`config.mk`:
```
export PLATFORM = sky130hd
export DESIGN_NAME = mesh_router_param
export DESIGN_NICKNAME = d
export VERILOG_FILES = /design/src/rtl/router_pkg.sv /design/src/rtl/noc_input_fifo.sv /design/src/rtl/mesh_router_param.sv
export SDC_FILE = /design/constraint.sdc
export NUM_CORES = 2
export LEC_CHECK = 0
export BUFFER_PORTS_ARGS = -buffer_cell sky130_fd_sc_hd__buf_2
export CORE_MARGIN = 2
export CORE_UTILIZATION = 25
export DETAILED_ROUTE_END_ITERATION = 10
export HOLD_SLACK_MARGIN = 0.06
export PLACE_DENSITY = 0.37
export SYNTH_ARGS = -nofsm -noshare
export SYNTH_HDL_FRONTEND = slang
export SYNTH_SLANG_ARGS = --single-unit
```
`constraint.sdc`:
```
create_clock -name clk -period 30.8 [get_ports clk]
set_input_delay 9.24 -clock clk [delete_from_list [all_inputs] [get_ports clk]]
set_output_delay 9.24 -clock clk [all_outputs]
set_load 0.05 [all_outputs]
```
`src/rtl/router_pkg.sv`:
```
`default_nettype none
// ============================================================================
// Module      : router_pkg
// Description : Shared types and helpers for the 5-port wormhole mesh router.
//               Holds the port map, flit type encoding, flit field offsets
//               and the round-robin pick function.
// Revision    : 1.0 - initial release
// ============================================================================
package router_pkg;

  localparam int N_PORTS = 5;

  // Output/input port index; NORTH is +Y, EAST is +X
  typedef enum logic [2:0] {
    P_LOCAL = 3'd0,
    P_NORTH = 3'd1,
    P_EAST  = 3'd2,
    P_SOUTH = 3'd3,
    P_WEST  = 3'd4
  } port_e;

  typedef enum logic [1:0] {
    FT_BODY     = 2'b00,
    FT_TAIL     = 2'b01,
    FT_HEAD     = 2'b10,
    FT_HEADTAIL = 2'b11
  } flit_type_e;

  typedef struct packed {
    logic       found;
    logic [2:0] idx;
  } rr_pick_t;

  // Flit layout from the MSB down: type[2], dst_x[X_W], dst_y[Y_W], payload
  function automatic int type_lsb(input int flit_w);
    return flit_w - 2;
  endfunction

  function automatic int dst_x_lsb(input int flit_w, input int x_w);
    return flit_w - 2 - x_w;
  endfunction

  function automatic int dst_y_lsb(input int flit_w, input int x_w, input int y_w);
    return flit_w - 2 - x_w - y_w;
  endfunction

  // First requester strictly after 'last', wrapping from N_PORTS-1 back to 0
  function automatic rr_pick_t rr_pick(input logic [N_PORTS-1:0] req, input logic [2:0] last);
    rr_pick_t r;
    int       idx;
    r.found = 1'b0;
    r.idx   = 3'd0;
    for (int k = 1; k <= N_PORTS; k++) begin
      idx = (int'(last) + k) % N_PORTS;
      if (!r.found && req[idx]) begin
        r.found = 1'b1;
        r.idx   = 3'(idx);
      end
    end
    return r;
  endfunction

endpackage
`default_nettype wire

```
`src/rtl/noc_input_fifo.sv`:
```
`default_nettype none
// ============================================================================
// Module      : noc_input_fifo
// Description : Per-port input flit FIFO with registered on/off back-pressure
//               and a sticky overflow flag for flits that hit a full FIFO.
// Revision    : 1.0 - initial release
// ============================================================================
module noc_input_fifo #(
  parameter int FLIT_W     = 34,
  parameter int FIFO_DEPTH = 8,
  parameter int OFF_THRESH = 2
) (
  input  logic              clk,
  input  logic              reset_n,
  input  logic              push_i,
  input  logic [FLIT_W-1:0] din_i,
  input  logic              pop_i,
  output logic [FLIT_W-1:0] front_o,
  output logic              empty_o,
  output logic              on_off_o,
  output logic              overflow_o
);

  localparam int AW = $clog2(FIFO_DEPTH);

  logic [FLIT_W-1:0] mem_q [FIFO_DEPTH];
  logic [AW-1:0]     wr_q;
  logic [AW-1:0]     rd_q;
  logic [AW:0]       cnt_q;
  logic [AW:0]       cnt_d;
  logic              on_off_q;
  logic              on_off_d;
  logic              ovf_q;
  logic              full;
  logic              pop_ok;
  logic              push_ok;

  assign empty_o    = (cnt_q == '0);
  assign full       = (cnt_q == (AW+1)'(FIFO_DEPTH));
  assign pop_ok     = pop_i && !empty_o;
  // A full FIFO still accepts a flit when a pop frees a slot in the same cycle
  assign push_ok    = push_i && (!full || pop_ok);
  assign front_o    = mem_q[rd_q];
  assign on_off_o   = on_off_q;
  assign overflow_o = ovf_q;

  // Occupancy after this cycle's push/pop, and the on/off level it implies
  always_comb begin
    cnt_d = cnt_q;
    case ({push_ok, pop_ok})
      2'b10:   cnt_d = cnt_q + 1'b1;
      2'b01:   cnt_d = cnt_q - 1'b1;
      default: cnt_d = cnt_q;
    endcase
    on_off_d = (FIFO_DEPTH - int'(cnt_d)) > OFF_THRESH;
  end

  // Storage array; contents need no reset since occupancy gates every read
  always_ff @(posedge clk) begin
    if (push_ok) begin
      mem_q[wr_q] <= din_i;
    end
  end

  // Pointers, occupancy, registered on/off and sticky overflow
  always_ff @(posedge clk or negedge reset_n) begin
    if (!reset_n) begin
      wr_q     <= '0;
      rd_q     <= '0;
      cnt_q    <= '0;
      on_off_q <= 1'b1;
      ovf_q    <= 1'b0;
    end else begin
      if (push_ok) wr_q <= wr_q + 1'b1;
      if (pop_ok)  rd_q <= rd_q + 1'b1;
      cnt_q    <= cnt_d;
      on_off_q <= on_off_d;
      ovf_q    <= ovf_q | (push_i && full && !pop_ok);
    end
  end

endmodule
`default_nettype wire

```
`src/rtl/mesh_router_param.sv`:
```
`default_nettype none
// ============================================================================
// Module      : mesh_router_param
// Description : 5-port wormhole mesh router with XY routing, per-input flit
//               FIFOs, per-output round-robin allocators that lock to one
//               input per packet, and on/off flow control both ways.
//               Optional per-output flit counters under ROUTER_STATS_EN.
// Revision    : 1.0 - initial release
// ============================================================================
module mesh_router_param
  import router_pkg::*;
#(
  parameter int FLIT_W     = 34,
  parameter int X_W        = 3,
  parameter int Y_W        = 3,
  parameter int MY_X       = 0,
  parameter int MY_Y       = 0,
  parameter int FIFO_DEPTH = 8,
  parameter int OFF_THRESH = 2
) (
  input  logic                             clk,
  input  logic                             reset_n,
  input  logic [N_PORTS-1:0]               i_valid,
  input  logic [N_PORTS-1:0][FLIT_W-1:0]   i_flit,
  output logic [N_PORTS-1:0]               o_on_off,
  output logic [N_PORTS-1:0]               o_valid,
  output logic [N_PORTS-1:0][FLIT_W-1:0]   o_flit,
  input  logic [N_PORTS-1:0]               i_on_off,
  output logic [N_PORTS-1:0]               o_overflow,
  output logic [N_PORTS-1:0][31:0]         o_flit_cnt
);

  localparam int TY_LSB = type_lsb(FLIT_W);
  localparam int DX_LSB = dst_x_lsb(FLIT_W, X_W);
  localparam int DY_LSB = dst_y_lsb(FLIT_W, X_W, Y_W);

  logic [N_PORTS-1:0][FLIT_W-1:0]  front;
  logic [N_PORTS-1:0]              empty;
  logic [N_PORTS-1:0]              pop;
  logic [N_PORTS-1:0][1:0]         ftype;
  logic [N_PORTS-1:0][X_W-1:0]     dst_x;
  logic [N_PORTS-1:0][Y_W-1:0]     dst_y;
  logic [N_PORTS-1:0][2:0]         route;
  logic [N_PORTS-1:0][2:0]         route_q;
  logic [N_PORTS-1:0][N_PORTS-1:0] req;
  rr_pick_t                        pick [N_PORTS];
  logic [N_PORTS-1:0]              gnt;
  logic [N_PORTS-1:0][2:0]         gidx;
  logic [N_PORTS-1:0][FLIT_W-1:0]  gflit;
  logic [N_PORTS-1:0][1:0]         gtype;
  logic [N_PORTS-1:0]              lock_q;
  logic [N_PORTS-1:0][2:0]         owner_q;
  logic [N_PORTS-1:0][2:0]         ptr_q;
  logic [N_PORTS-1:0]              valid_q;
  logic [N_PORTS-1:0][FLIT_W-1:0]  flit_q;

  generate
    for (genvar gi = 0; gi < N_PORTS; gi++) begin : g_in_fifo
      noc_input_fifo #(
        .FLIT_W     (FLIT_W),
        .FIFO_DEPTH (FIFO_DEPTH),
        .OFF_THRESH (OFF_THRESH)
      ) u_fifo (
        .clk        (clk),
        .reset_n    (reset_n),
        .push_i     (i_valid[gi]),
        .din_i      (i_flit[gi]),
        .pop_i      (pop[gi]),
        .front_o    (front[gi]),
        .empty_o    (empty[gi]),
        .on_off_o   (o_on_off[gi]),
        .overflow_o (o_overflow[gi])
      );
      assign ftype[gi] = front[gi][TY_LSB +: 2];
      assign dst_x[gi] = front[gi][DX_LSB +: X_W];
      assign dst_y[gi] = front[gi][DY_LSB +: Y_W];
    end
  endgenerate

  // XY route of each FIFO front; head flits compute it, others reuse the latch
  always_comb begin
    route = route_q;
    for (int i = 0; i < N_PORTS; i++) begin
      if ((ftype[i] == FT_HEAD) || (ftype[i] == FT_HEADTAIL)) begin
        if (dst_x[i] > X_W'(MY_X))      route[i] = P_EAST;
        else if (dst_x[i] < X_W'(MY_X)) route[i] = P_WEST;
        else if (dst_y[i] > Y_W'(MY_Y)) route[i] = P_NORTH;
        else if (dst_y[i] < Y_W'(MY_Y)) route[i] = P_SOUTH;
        else                            route[i] = P_LOCAL;
      end
    end
  end

  // Per-output allocation: lock owner only when locked, else round-robin
  always_comb begin
    req   = '0;
    gnt   = '0;
    gidx  = '0;
    gflit = '0;
    gtype = '0;
    pop   = '0;
    for (int o = 0; o < N_PORTS; o++) begin
      for (int i = 0; i < N_PORTS; i++) begin
        req[o][i] = !empty[i] && (route[i] == 3'(o));
      end
      pick[o] = rr_pick(req[o], ptr_q[o]);
      if (i_on_off[o]) begin
        if (lock_q[o]) begin
          gnt[o]  = req[o][owner_q[o]];
          gidx[o] = owner_q[o];
        end else begin
          gnt[o]  = pick[o].found;
          gidx[o] = pick[o].idx;
        end
      end
      gflit[o] = front[gidx[o]];
      gtype[o] = gflit[o][TY_LSB +: 2];
      // Each input routes to exactly one output, so at most one pop per input
      if (gnt[o]) pop[gidx[o]] = 1'b1;
    end
  end

  // Lock, owner and round-robin pointer per output; route latch per input
  always_ff @(posedge clk or negedge reset_n) begin
    if (!reset_n) begin
      lock_q  <= '0;
      owner_q <= '0;
      ptr_q   <= '0;
      route_q <= '0;
    end else begin
      for (int o = 0; o < N_PORTS; o++) begin
        if (gnt[o]) begin
          case (gtype[o])
            FT_HEAD: begin
              lock_q[o]  <= 1'b1;
              owner_q[o] <= gidx[o];
              ptr_q[o]   <= gidx[o];
            end
            FT_HEADTAIL: ptr_q[o]  <= gidx[o];
            FT_TAIL:     lock_q[o] <= 1'b0;
            default:     lock_q[o] <= lock_q[o];
          endcase
        end
      end
      for (int i = 0; i < N_PORTS; i++) begin
        if (pop[i]) route_q[i] <= route[i];
      end
    end
  end

  // Switch traversal: granted flit registered onto its output
  always_ff @(posedge clk or negedge reset_n) begin
    if (!reset_n) begin
      valid_q <= '0;
      flit_q  <= '0;
    end else begin
      for (int o = 0; o < N_PORTS; o++) begin
        valid_q[o] <= gnt[o];
        flit_q[o]  <= gnt[o] ? gflit[o] : '0;
      end
    end
  end

  assign o_valid = valid_q;
  assign o_flit  = flit_q;

`ifdef ROUTER_STATS_EN
  logic [N_PORTS-1:0][31:0] cnt_q;

  // Forwarded-flit counter per output, free-running with natural wrap
  always_ff @(posedge clk or negedge reset_n) begin
    if (!reset_n) begin
      cnt_q <= '0;
    end else begin
      for (int o = 0; o < N_PORTS; o++) begin
        cnt_q[o] <= cnt_q[o] + 32'(valid_q[o]);
      end
    end
  end

  assign o_flit_cnt = cnt_q;
`else
  assign o_flit_cnt = '0;
`endif

endmodule
`default_nettype wire

```
==> metrics.md <==
| Metric | Value |
|---|---|
| NumNets Final | `6481` |
| Count of cell types in the netlist | `124` |
| Vias in the first global route | `50.26k` |
| Die area | `326000 sq um` |
| Delay-heaviest family, CP | `simple AND/OR/NAND/NOR gates` |
| Worst EP arrival | `13.80 ns` |
| Max Slew Vio Count | `0` |
| DIE HEIGHT | `571.0 um` |
| Worst Path Max Fanout | `37` |
| DRT antenna net count | `0` |
| Via count | `50.98k` |
| Leakage | `33.68 nW` |
| Design Power | `0.01167 W` |
| Placed cell area | `87320 sq um` |
| PwrDens | `124.6 nW/um^2` |
| Final period util | `0.4218` |
| Required @ worst endpoint | `31.60 ns` |
| Warnings, synthesis | `0` |
| Worst vdd ir | `0.05548 mV` |
| Crit-path max cell delay | `0.77 ns` |
| Root Driver | `clkbuf_16` |
| Crit path cell chain | `buf_2 -> nand3_2 -> and4_2 -> buf_4 -> a311o_1 -> and2_1 -> ha_1 -> a21o_1 -> a21o_1 -> nor3b_1 -> mux2_4 -> mux2i_4 -> nor2_1 -> and4_4 -> nor3_2` |
| CTS H-tree lvls | `4` |
| Core Box Area | `320400 sq um` |
| Number of synthesized flops with an enable pin | `1360` |
| Asr flop ratio synth | `0.1733` |
| Fmax | `76.97 MHz` |
| Area growth syn-to-layout | `16.50%` |
| Max Cap Viol | `0` |
| Fin. Hold Viols | `0` |
| Clk slew on worst S/H paths | `0.06 ns` |
| Setup crit end kind | `flip-flop` |
| Global-route wire length before repair | `398900 um` |
| Clk_skew | `0.06283 ns` |
| Critical path class | `input port to flip-flop` |
| Drt drc | `0` |
| Startpoint Class | `input port` |
| TritonCTS clock tree | `yes` |
| Clk_lat worst skew | `0.88 ns` |
| Final Setup Violations | `0` |
| DRT Pass-1 Iters | `6` |
| Total gr overflow | `0` |
| Commonest register cell after synthesis | `edfxtp_1` |
| Largest net degree at the start of global routing | `117` |
| DP HPWL | `199700 um` |
| Met2 WL | `138800 um` |
| Vias per std cell | `4.806` |
| Tot GR Track Use | `0.1721` |
| Finished Cell Area | `93620 sq um` |
| CTS Buf Count | `194` |
| Total setup buffers inserted after CTS | `0` |
| WL met3 | `16440 um` |
| Commonest non-fill, non-tap cell in the layout | `edfxtp_1` |
| Post-layout min period | `12.99 ns` |
| Worst Max-Slew Pin Slew | `1.292 ns` |
| Initial antenna violation count | `124` |
| Drt first-iter violations | `4258` |
| Port bufs | `366` |
| Std cell rows | `208` |
| Die span in x | `571.0 um` |
| Total Wirelength | `286800 um` |
| Routed len/inst | `27.04 um` |
| Ports | `527` |
| Starting Density | `0.2508` |
| Outcome | `completed` |
| Most Frequent Cell on Critical Path | `a21o_1` |
| Syn avg cell area | `14.02 sq um` |
| Share of cells above drive strength 1 | `0.2275` |
| Mapped Area | `80360 sq um` |
| Crit path buffers/inverters | `2` |
| Commonest cells after routing, fill and taps aside | `edfxtp_1, buf_2, nor2_1` |
| Setup_tns | `0 ns` |
| Synth Instances | `5730` |
| Hold Path Class | `flip-flop to flip-flop` |
| RSZ-0062 raised after global routing | `no` |
| Clk sinks | `1645` |
| Gpl congestion | `0.8152` |
| Slew margin rel. | `0.1312` |
| CP max stage cell | `nand3_2` |
| Max layer used | `met5` |
| Hold buffer count at cts | `0` |
| Sequential-to-total area share from yosys stat | `0.5970` |
| Flops & latches, synth | `1645` |
| WL met1 | `120600 um` |
| Max clock buf depth | `4` |
| Post_cts resized | `0` |
final timing paths:
| kind | slack (ns) | end | cells after the start | start |
|---|---|---|---|---|
| max in group asynchronous | 20.35 | g_in_fifo[3].u_fifo.rd_q[0] | 3 | reset_n |
| worst min register to register | 0.48 | g_in_fifo[2].u_fifo.overflow_o | 1 | g_in_fifo[2].u_fifo.overflow_o |
| worst max-delay path | 17.81 | g_in_fifo[2].u_fifo.on_off_o | 15 | i_on_off[0] |
| worst min-delay path | 0.48 | g_in_fifo[2].u_fifo.overflow_o | 1 | g_in_fifo[2].u_fifo.overflow_o |
| min in group asynchronous | 8.29 | o_flit[135] | 1 | reset_n |
| worst max register to register | 20.79 | g_in_fifo[2].u_fifo.on_off_o | 25 | g_in_fifo[2].u_fifo.rd_q[0] |
power breakdown:
group | internal [W] | switching (W) | total [W]
Sequential | 0.00285 | 0.000352 | 0.00320
Clock | 0.00132 | 0.000961 | 0.00229
Combinational | 0.00213 | 0.00405 | 0.00618
area by class of cell:
class / instances / area (sq um)
antenna: 27 / 67.56
clock buffer: 246 / 5152
clock inverter: 106 / 1077
fill: 32230 / 226700
inverter: 194 / 730.7
multi-input combinational: 3546 / 30040
sequential: 1645 / 48010
tap: 4305 / 5386
timing repair buffer: 539 / 3153
routing by layer:
layer  up-vias  global-route usage
met4        58             0.06183
met3       434             0.03110
li1      22680                   -
met2      1533              0.2883
met5         -                   0
met1     26270              0.2214
cells in the mapped netlist, drive strengths merged, types with 31 or more instances:
library cell,count,area [sq um]
nor3b,31,247.7
clkbuf,222,833.3
nand2,282,1069
mux4,337,7590
and2,80,500.5
a211oi,151,1134
inv,192,723.2
mux2i,356,3625
nand3,94,475.5
mux2,97,1100
nor3,57,300.3
ha,172,2152
buf,284,1843
a31oi,98,613.1
edfxtp,1360,40840
a21oi,266,1350
a22oi,47,352.8
o22a,31,271.5
dfrtp,280,7007
nand2b,53,334.1
nor4,38,237.7
xnor2,68,603.1
nor2,351,1318
o21ai,199,1003
nor2b,81,506.7
through the flow:
step / hold slack [ns] / worst slack, ns / util / instances
3_5_place_dp: 0.4747 / 16.96 / 0.2726 / 10230
4_1_cts: 0.4890 / 17.93 / 0.2920 / 10580
5_1_grt: 0.5045 / 17.56 / 0.2921 / 10590
6_report: 0.4823 / 17.81 / 0.2922 / 10610
3_3_place_gp: 0.4680 / 16.95 / 0.2726 / 10230
2_1_floorplan: 0.4289 / 15.74 / - / 5891
state kept, by name, summed over array words and instances (netlist names), 15 cells and up:
| name | flops |
|---|---|
| route_q | 15 |
| o_flit | 170 |
| g_in_fifo.u_fifo.mem_q | 1360 |
| owner_q | 15 |
| g_in_fifo.u_fifo.cnt_q | 20 |
| g_in_fifo.u_fifo.wr_q | 15 |
| ptr_q | 15 |
| g_in_fifo.u_fifo.rd_q | 15 |
cell families (layout without fill, tap and decap cells):
group,Yosys count,count (layout),synth area share
other,1,189,0.00004666
adders and majority gates,179,179,0.02852
AOI/OAI and AO/OA,1105,1105,0.09284
and+or+nand+nor,1227,1227,0.07671
xor gates and xnor gates,83,83,0.009233
DFF,1645,1645,0.5970
muxes,790,790,0.1532
buffers and inverters,700,1085,0.04240
No activity file was read; power rests on OpenSTA's default activity.
